===== config.mk =====
export PLATFORM = sky130hd
export DESIGN_NAME = alu_issue
export DESIGN_NICKNAME = d
export VERILOG_FILES = /design/src/rtl/alu_issue_pkg.sv /design/src/rtl/reg_file.sv /design/src/rtl/alu_issue.sv
export SDC_FILE = /design/constraint.sdc
export NUM_CORES = 2
export LEC_CHECK = 0
export BUFFER_PORTS_ARGS = -buffer_cell sky130_fd_sc_hd__buf_2
export CORE_MARGIN = 4
export CORE_UTILIZATION = 25
export DETAILED_ROUTE_END_ITERATION = 16
export GPL_ROUTABILITY_DRIVEN = 0
export PLACE_DENSITY = 0.43
export SYNTH_ARGS = -nofsm -noshare
export SYNTH_HDL_FRONTEND = slang
export SYNTH_SLANG_ARGS = --single-unit

===== constraint.sdc =====
create_clock -name clk -period 6.28 [get_ports clk]
set_clock_uncertainty 0.15 [all_clocks]
set_input_delay 1.256 -clock clk [delete_from_list [all_inputs] [get_ports clk]]
set_output_delay 1.256 -clock clk [all_outputs]
set_load 0.03 [all_outputs]

===== src/rtl/alu_issue_pkg.sv =====
// Shared decode constants, field positions and the issued operand bundle.
package alu_issue_pkg;

  localparam logic [5:0] OP_RTYPE = 6'b000000;
  localparam logic [5:0] OP_ADDI  = 6'b001000;
  localparam logic [5:0] OP_BEQ   = 6'b000100;
  localparam logic [5:0] OP_BNE   = 6'b000101;

  localparam int OP_MSB = 31;
  localparam int OP_LSB = 26;
  localparam int RS_MSB = 25;
  localparam int RS_LSB = 21;
  localparam int RT_MSB = 20;
  localparam int RT_LSB = 16;
  localparam int RD_MSB = 15;
  localparam int RD_LSB = 11;
  localparam int SH_MSB = 10;
  localparam int SH_LSB = 6;
  localparam int FN_MSB = 5;
  localparam int FN_LSB = 0;
  localparam int IM_MSB = 15;
  localparam int IM_LSB = 0;

  typedef struct packed {
    logic [5:0]  opcode;
    logic [4:0]  shamt;
    logic [5:0]  alu_control;
    logic [15:0] immediate;
    logic [31:0] rs_content;
    logic [31:0] rt_content;
    logic [4:0]  rd_addr;
  } issue_t;

  // R-type writes rd; everything else targets rt.
  function automatic logic [4:0] dest_addr(input logic [31:0] instr);
    if (instr[OP_MSB:OP_LSB] == OP_RTYPE)
      return instr[RD_MSB:RD_LSB];
    return instr[RT_MSB:RT_LSB];
  endfunction

endpackage


===== src/rtl/reg_file.sv =====
// Two async read ports, one sync write port, r0 hard-wired zero,
// and write-before-read bypass on both read ports.
module reg_file #(
  parameter int REG_COUNT = 32
) (
  input  logic        clk,
  input  logic        rst,
  input  logic [4:0]  ra_addr,
  output logic [31:0] ra_data,
  input  logic [4:0]  rb_addr,
  output logic [31:0] rb_data,
  input  logic        wb_en,
  input  logic [4:0]  wb_addr,
  input  logic [31:0] wb_data
);

  logic [31:0] mem [REG_COUNT];

  always_ff @(posedge clk) begin
    if (rst) begin
      for (int i = 0; i < REG_COUNT; i++)
        mem[i] <= '0;
    end else if (wb_en && wb_addr != 5'd0
                 && 32'(wb_addr) < REG_COUNT) begin
      mem[wb_addr] <= wb_data;
    end
  end

  function automatic logic [31:0] rd(input logic [4:0] a);
    if (a == 5'd0 || 32'(a) >= REG_COUNT)
      return '0;
    if (wb_en && wb_addr == a)
      return wb_data;
    return mem[a];
  endfunction

  always_comb begin
    ra_data = rd(ra_addr);
    rb_data = rd(rb_addr);
  end

endmodule


===== src/rtl/alu_issue.sv =====
// Decode/issue stage: reads operands, registers the ALU bundle,
// stalls on alu_ready and drops work on flush.
module alu_issue
  import alu_issue_pkg::*;
#(
  parameter int REG_COUNT = 32,
  parameter int CNT_W     = 16
) (
  input  logic             clk,
  input  logic             rst,
  input  logic             instr_valid,
  output logic             instr_ready,
  input  logic [31:0]      instruction,
  input  logic             wb_en,
  input  logic [4:0]       wb_addr,
  input  logic [31:0]      wb_data,
  input  logic             alu_ready,
  input  logic             flush,
  output logic             out_valid,
  output logic [5:0]       opcode,
  output logic [4:0]       shamt,
  output logic [5:0]       ALU_control,
  output logic [15:0]      immediate,
  output logic [31:0]      rs_content,
  output logic [31:0]      rt_content,
  output logic [4:0]       rd_addr,
  output logic [CNT_W-1:0] issue_count
);

  issue_t      q;
  issue_t      d;
  logic        valid_q;
  logic        accept;
  logic [31:0] rs_val;
  logic [31:0] rt_val;

  reg_file #(.REG_COUNT(REG_COUNT)) u_rf (
    .clk     (clk),
    .rst     (rst),
    .ra_addr (instruction[RS_MSB:RS_LSB]),
    .ra_data (rs_val),
    .rb_addr (instruction[RT_MSB:RT_LSB]),
    .rb_data (rt_val),
    .wb_en   (wb_en),
    .wb_addr (wb_addr),
    .wb_data (wb_data)
  );

  assign instr_ready = !flush && (!valid_q || alu_ready);
  assign accept      = instr_valid && instr_ready;

  always_comb begin
    d             = '0;
    d.opcode      = instruction[OP_MSB:OP_LSB];
    d.shamt       = instruction[SH_MSB:SH_LSB];
    d.immediate   = instruction[IM_MSB:IM_LSB];
    d.rs_content  = rs_val;
    d.rt_content  = rt_val;
    d.rd_addr     = dest_addr(instruction);
    if (d.opcode == OP_RTYPE)
      d.alu_control = instruction[FN_MSB:FN_LSB];
  end

  always_ff @(posedge clk) begin
    if (rst) begin
      q           <= '0;
      valid_q     <= 1'b0;
      issue_count <= '0;
    end else if (flush) begin
      valid_q <= 1'b0;
    end else if (accept) begin
      q       <= d;
      valid_q <= 1'b1;
      if (issue_count != '1)
        issue_count <= issue_count + 1'b1;
    end else if (alu_ready) begin
      valid_q <= 1'b0;
    end
  end

  assign out_valid   = valid_q;
  assign opcode      = q.opcode;
  assign shamt       = q.shamt;
  assign ALU_control = q.alu_control;
  assign immediate   = q.immediate;
  assign rs_content  = q.rs_content;
  assign rt_content  = q.rt_content;
  assign rd_addr     = q.rd_addr;

endmodule


# Word-level counts from Yosys, hierarchy flattened
# Memory sizes are Yosys's and may differ from the RTL's.
# Index checks and enable logic that the tools add are counted.
[op_classes] muxes=28 multipliers=0 addsub=1 n_bitwise=1 shift=0 n_reduce_logical=17 div=0 magnitude_cmp=0 eq_ne=3
[op_table] operator="$mux 32" count=9
[op_table] operator="$reduce_or 32->1" count=1
[op_table] operator="$add 16x1->16 const B" count=1
[op_table] operator="$ne 16x16->1 const B" count=1
[op_table] operator="$mux 1" count=15
[op_table] operator="$mux 5" count=3
[op_table] operator="$eq 5x5->1" count=2
[op_table] operator="$logic_not 5->1" count=2
[op_table] operator="$logic_not 6->1" count=1
[op_table] operator="$mux 6" count=1
[op_table] operator="$logic_and 1x1->1" count=5
[op_table] operator="$reduce_bool 5->1" count=1
[op_table] operator="$reduce_and 3->1" count=1
[op_table] operator="$logic_not 1->1" count=2
[op_table] operator="$reduce_and 2->1" count=1
[op_table] operator="$reduce_bool 2->1" count=1
[op_table] operator="$reduce_or 2->1" count=1
[op_table] operator="$logic_or 1x1->1" count=1
[op_table] operator="$not 1->1" count=1
[totals] in_bits=75 latch_bits=0 elab_cells=60 mem_bits_ro=0 ram_bits=1024 n_memories=1 out_inout_bits=120 ff_bits=119
[mem_list] memory="u_rf.mem" depth=32 width=32 read_ports=2 rd_ports_with_merged_regs=0 wr=32 line_no="reg_file.sv:17" text="logic [31:0] mem [REG_COUNT];"

# Logic depth before layout (Yosys ltp)
[logic_depth] depth_word=7 depth_mapped=9 ltp_nobuf=6

# Cells and area by module
# Synthesis repeated with hierarchy kept, for this count alone.
[unflattened] hier_cells=4377 area_unflattened_um2=59706.0
[by_module_without_submodules] mod="reg_file" cells_each=3843 area_per_inst_um2=55386.9 seq_area_each_um2=30749.5 n_inst=1
[by_module_without_submodules] mod="alu_issue" cells_each=534 area_per_inst_um2=4319.1 seq_area_each_um2=2282.2 n_inst=1

# Least setup slack after synthesis
# Ideal clock, no wire load.
[synth_path] path_type="input-to-reg" from="input rst" to="memory u_rf.mem[0][0] (enable)" setup_time_ps=400 stages=3 t_arrival_ps=2775 path_slack_ps=2955 path_buffers=3 required_ps=5730 cell_sequence="clkbuf_1 clkbuf_1 clkbuf_1"
[synth_lines] element="start, declared" line_no="alu_issue.sv:10" text="input logic rst,"
[synth_lines] element="end, declared" line_no="reg_file.sv:17"

==> key figures <==
Outcome
  – Outcome: finished clean

Worst setup path
  – Max incr delay on CP: 680 ps
  – Reg2reg path depth: 6
  – Critical Path AT: 4120 ps
  – Crit-path slowest cell: nand3b_1
  – Worst r2r src: out_valid
  – Crit. End Element: register
  – Startpoint Class: input pin
  – Most frequent cell on the critical path: buf_4
  – R2r setup slk: around 3200 ps
  – Worst Path Required: roughly 6600 ps
  – RR Endpoint: rt_content[18]
  – Crit-path cells: buf_4, nor2b_1, nand3b_1, nor2_2, buf_4, or2_2, buf_4
  – Crit Path Max Fanout: 33
  – Critical path type: input pin to register

Power and ir drop
  – P per Cell Area: 274 nW/um2
  – Total power: roughly 19 mW
  – Pleak: about 23 nW
  – Max IR drop VDD: 0.000321 V

Cells and area
  – Non-filler cells, final: between 7000 and 8000
  – Nets: 4089
  – Design area: between 60000 and 70000 um2
  – Final Util: approximately 29%
  – Share of cells above drive strength 1: a little over a quarter
  – Area Growth Syn to Fin: 15.1%

Routing
  – Post-DR vias/cell: 4.91
  – Antenna-violating nets left: 0
  – DR pass1 iterations: 6
  – Routed WL per cell: 30.0 um
  – DR iter-0 viols: 2963
  – Remaining routing DRC violations: 0
  – Final WL: roughly 220000 um
  – Vias after detailed routing: 35700

Synth
  – Unique cell type count in the Yosys netlist: 43
  – Post-synth top cells: edfxtp_1 (1024), and2_1 (995), mux4_2 (512)
  – Post-synth top area cell: edfxtp_1
  – Simple-Gate Fraction of Synth Area: 14.4%
  – Synth top area cells: edfxtp_1 (52%), mux4_2 (20%), and2_1 (11%), dfxtp_1 (3.9%), mux2i_1 (3.4%)
  – Synth async-reset ratio: 0%
  – Compound-Gate Fraction of Synth Area: 3.29%
  – Synth Flop Type: edfxtp_1
  – Post-synthesis sequential area ratio: around 56%
  – Adder-Cell Fraction of Synth Area: 0.0212%
  – Post-synthesis instance area: 59100 um2
  – Yosys top cell area share: a little over half
  – Synth Register Bits: 1138
  – Count leader, synth: edfxtp_1
  – Synthesis Warnings: 0
  – Multiplexer share of the synthesized area: between 20% and 30%
  – Synth Area per Inst: 15.1 um2
  – Largest family of logic cells by synthesized area: multiplexers
  – Post-Synth XOR/XNOR Area: 0.326%
  – Post-synth EDFFs: 1024
  – Cells after synthesis: between 3000 and 4000

Place
  – PortBufs: around 190
  – Post-place setup slack: ~1700 ps
  – Placed insts: between 7000 and 8000
  – Placed cell areas: 63900 um2
  – Hpwl dp: 134000 um

Timing
  – Relative slew margins: a little over a fifth
  – Crit path time final: 3800 ps
  – Hold Vio Cnt, Final: 0
  – Fmax: 263 MHz
  – Hold slack: 299 ps
  – Slack of the critical path: 2480 ps
  – Setup-failing EPs final: 0
  – RSZ-0062 raised after global routing: false
  – Setup TNS: 0 ps
  – Worst-Margin Slew: 1180 ps
  – Fin crit share: 60.5%
  – Slew Viols, Final: 0

Floorplanning
  – Die height: 494 um
  – Die area: about 240000 um2
  – Cell row count: 178
  – Die span in x: 494 um
  – Initial Utilization: 25.1%
  – Num ports: 195
  – Core Region: 235000 um2

Worst hold path
  – Hold Path Depth: 2
  – Hold EP: opcode[0]
  – Hold wc startpoint: opcode[0]
  – Min-Delay Path Class: register to register

Clock network
  – Root buffer cell: clkbuf_16
  – Post-CTS Setup Inserts: 0
  – # resized after CTS: 0
  – H-tree levels: 4
  – Clock Sinks: 1138
  – CTS Buffer Depth: 3
  – Skew-Pair Late Insertion Delay: 790 ps
  – Cts bufs inserted: approximately 130
  – Clock slew at reported path FFs: 60 ps
  – TritonCTS clock tree: yes
  – Hold Buf Count CTS: 0

Run
  – Maxcap violations: 0

Global route
  – Total grt overflow: 0
  – First-pass GRT wire length: 304000 um
  – Vias in the first global route: between 30000 and 40000
  – Global Route Usage Sum: 17.6%
  – Antenna violations before repair: 35
  – Pin count of the biggest net entering global routing: 65
how the worst max path moves through the flow:
stage,endpoint,cells past startpoint,startpoint
global placement,u_rf.mem[14][10],7,rst
floorplan,u_rf.mem[0][0],3,rst
finish,u_rf.mem[14][11],7,rst
global route,u_rf.mem[14][11],7,rst
CTS,u_rf.mem[14][11],7,rst
detailed placement,u_rf.mem[14][11],7,rst
cells in the final DEF, fill, tap and decap left out, drive strengths merged, types with 5 or more instances in the layout:
cell type / synthesis / final
dfxtp: 114 / 114
nand2b: 65 / 65
clkinv: 0 / 49
a211oi: 9 / 9
nor2b: 7 / 7
nor2: 60 / 60
a221o: 64 / 64
a22oi: 70 / 70
edfxtp: 1024 / 1024
or2: 31 / 31
buf: 129 / 345
nand2: 118 / 118
nor4: 12 / 12
nand3: 11 / 11
a32oi: 64 / 64
clkbuf: 290 / 172
nand3b: 5 / 5
xor2: 9 / 9
and2: 995 / 995
conb: 1 / 32
and4: 66 / 66
diode: 0 / 16
nor3: 5 / 5
bufinv: 0 / 6
mux4: 512 / 512
a21oi: 26 / 26
mux2i: 198 / 198
xnor2: 13 / 13
inv: 3 / 11
registers in the layout, summed over array words and instances (netlist names):
register and count:
u_rf.mem 1024, shamt 4, rd_addr 5, rt_content 32, out_valid 1, issue_count 16
immediate 12, rs_content 32, ALU_control 6, opcode 6
worst max-delay path, delay by kind of cell:
| kind | cells | cell delay [ps] |
|---|---|---|
| simple gates | 4 | 1820 |
| buf+inv | 3 | 990 |
cells by family after synthesis:
group                    count (synthesis)
buffers and inverters                  422
flip-flops                            1138
AO/OA/AOI/OAI                          236
adder cells (fa/ha/maj)                  1
AND/OR/NAND/NOR                       1391
XOR/XNOR                                22
other                                    1
multiplexers                           710
report_power, final:
part | internal, mW | leakage [nW] | switching (mW)
registers | 8.66 | 10.7 | 0.234
logic | 0.859 | 10.7 | 1.33
clock network | 4.26 | 1.99 | 3.32
total | 13.8 | 23.3 | 4.89
per-layer routing:
| metal | GRT usage [%] | up-vias | part of all wire, % |
|---|---|---|---|
| met1 | 22.4 | 19100 | 41 |
| met4 | 7.44 | 0 | 4.3 |
| li1 | - | 15300 | - |
| met3 | 2.03 | 323 | 4.1 |
| met5 | 0 | - | 0 |
| met2 | 30.3 | 992 | 50 |
cell type report:
cell class,count,area (um2)
tap,3150,3940
antenna,16,40.0
inverter,3,11.3
fill,23600,167000
sequential,1138,33000
timing repair buffer,345,2390
clock inverter,66,536
clock buffer,172,3560
multi-input combinational,2392,24600
Power figures use the tool's default switching activity.
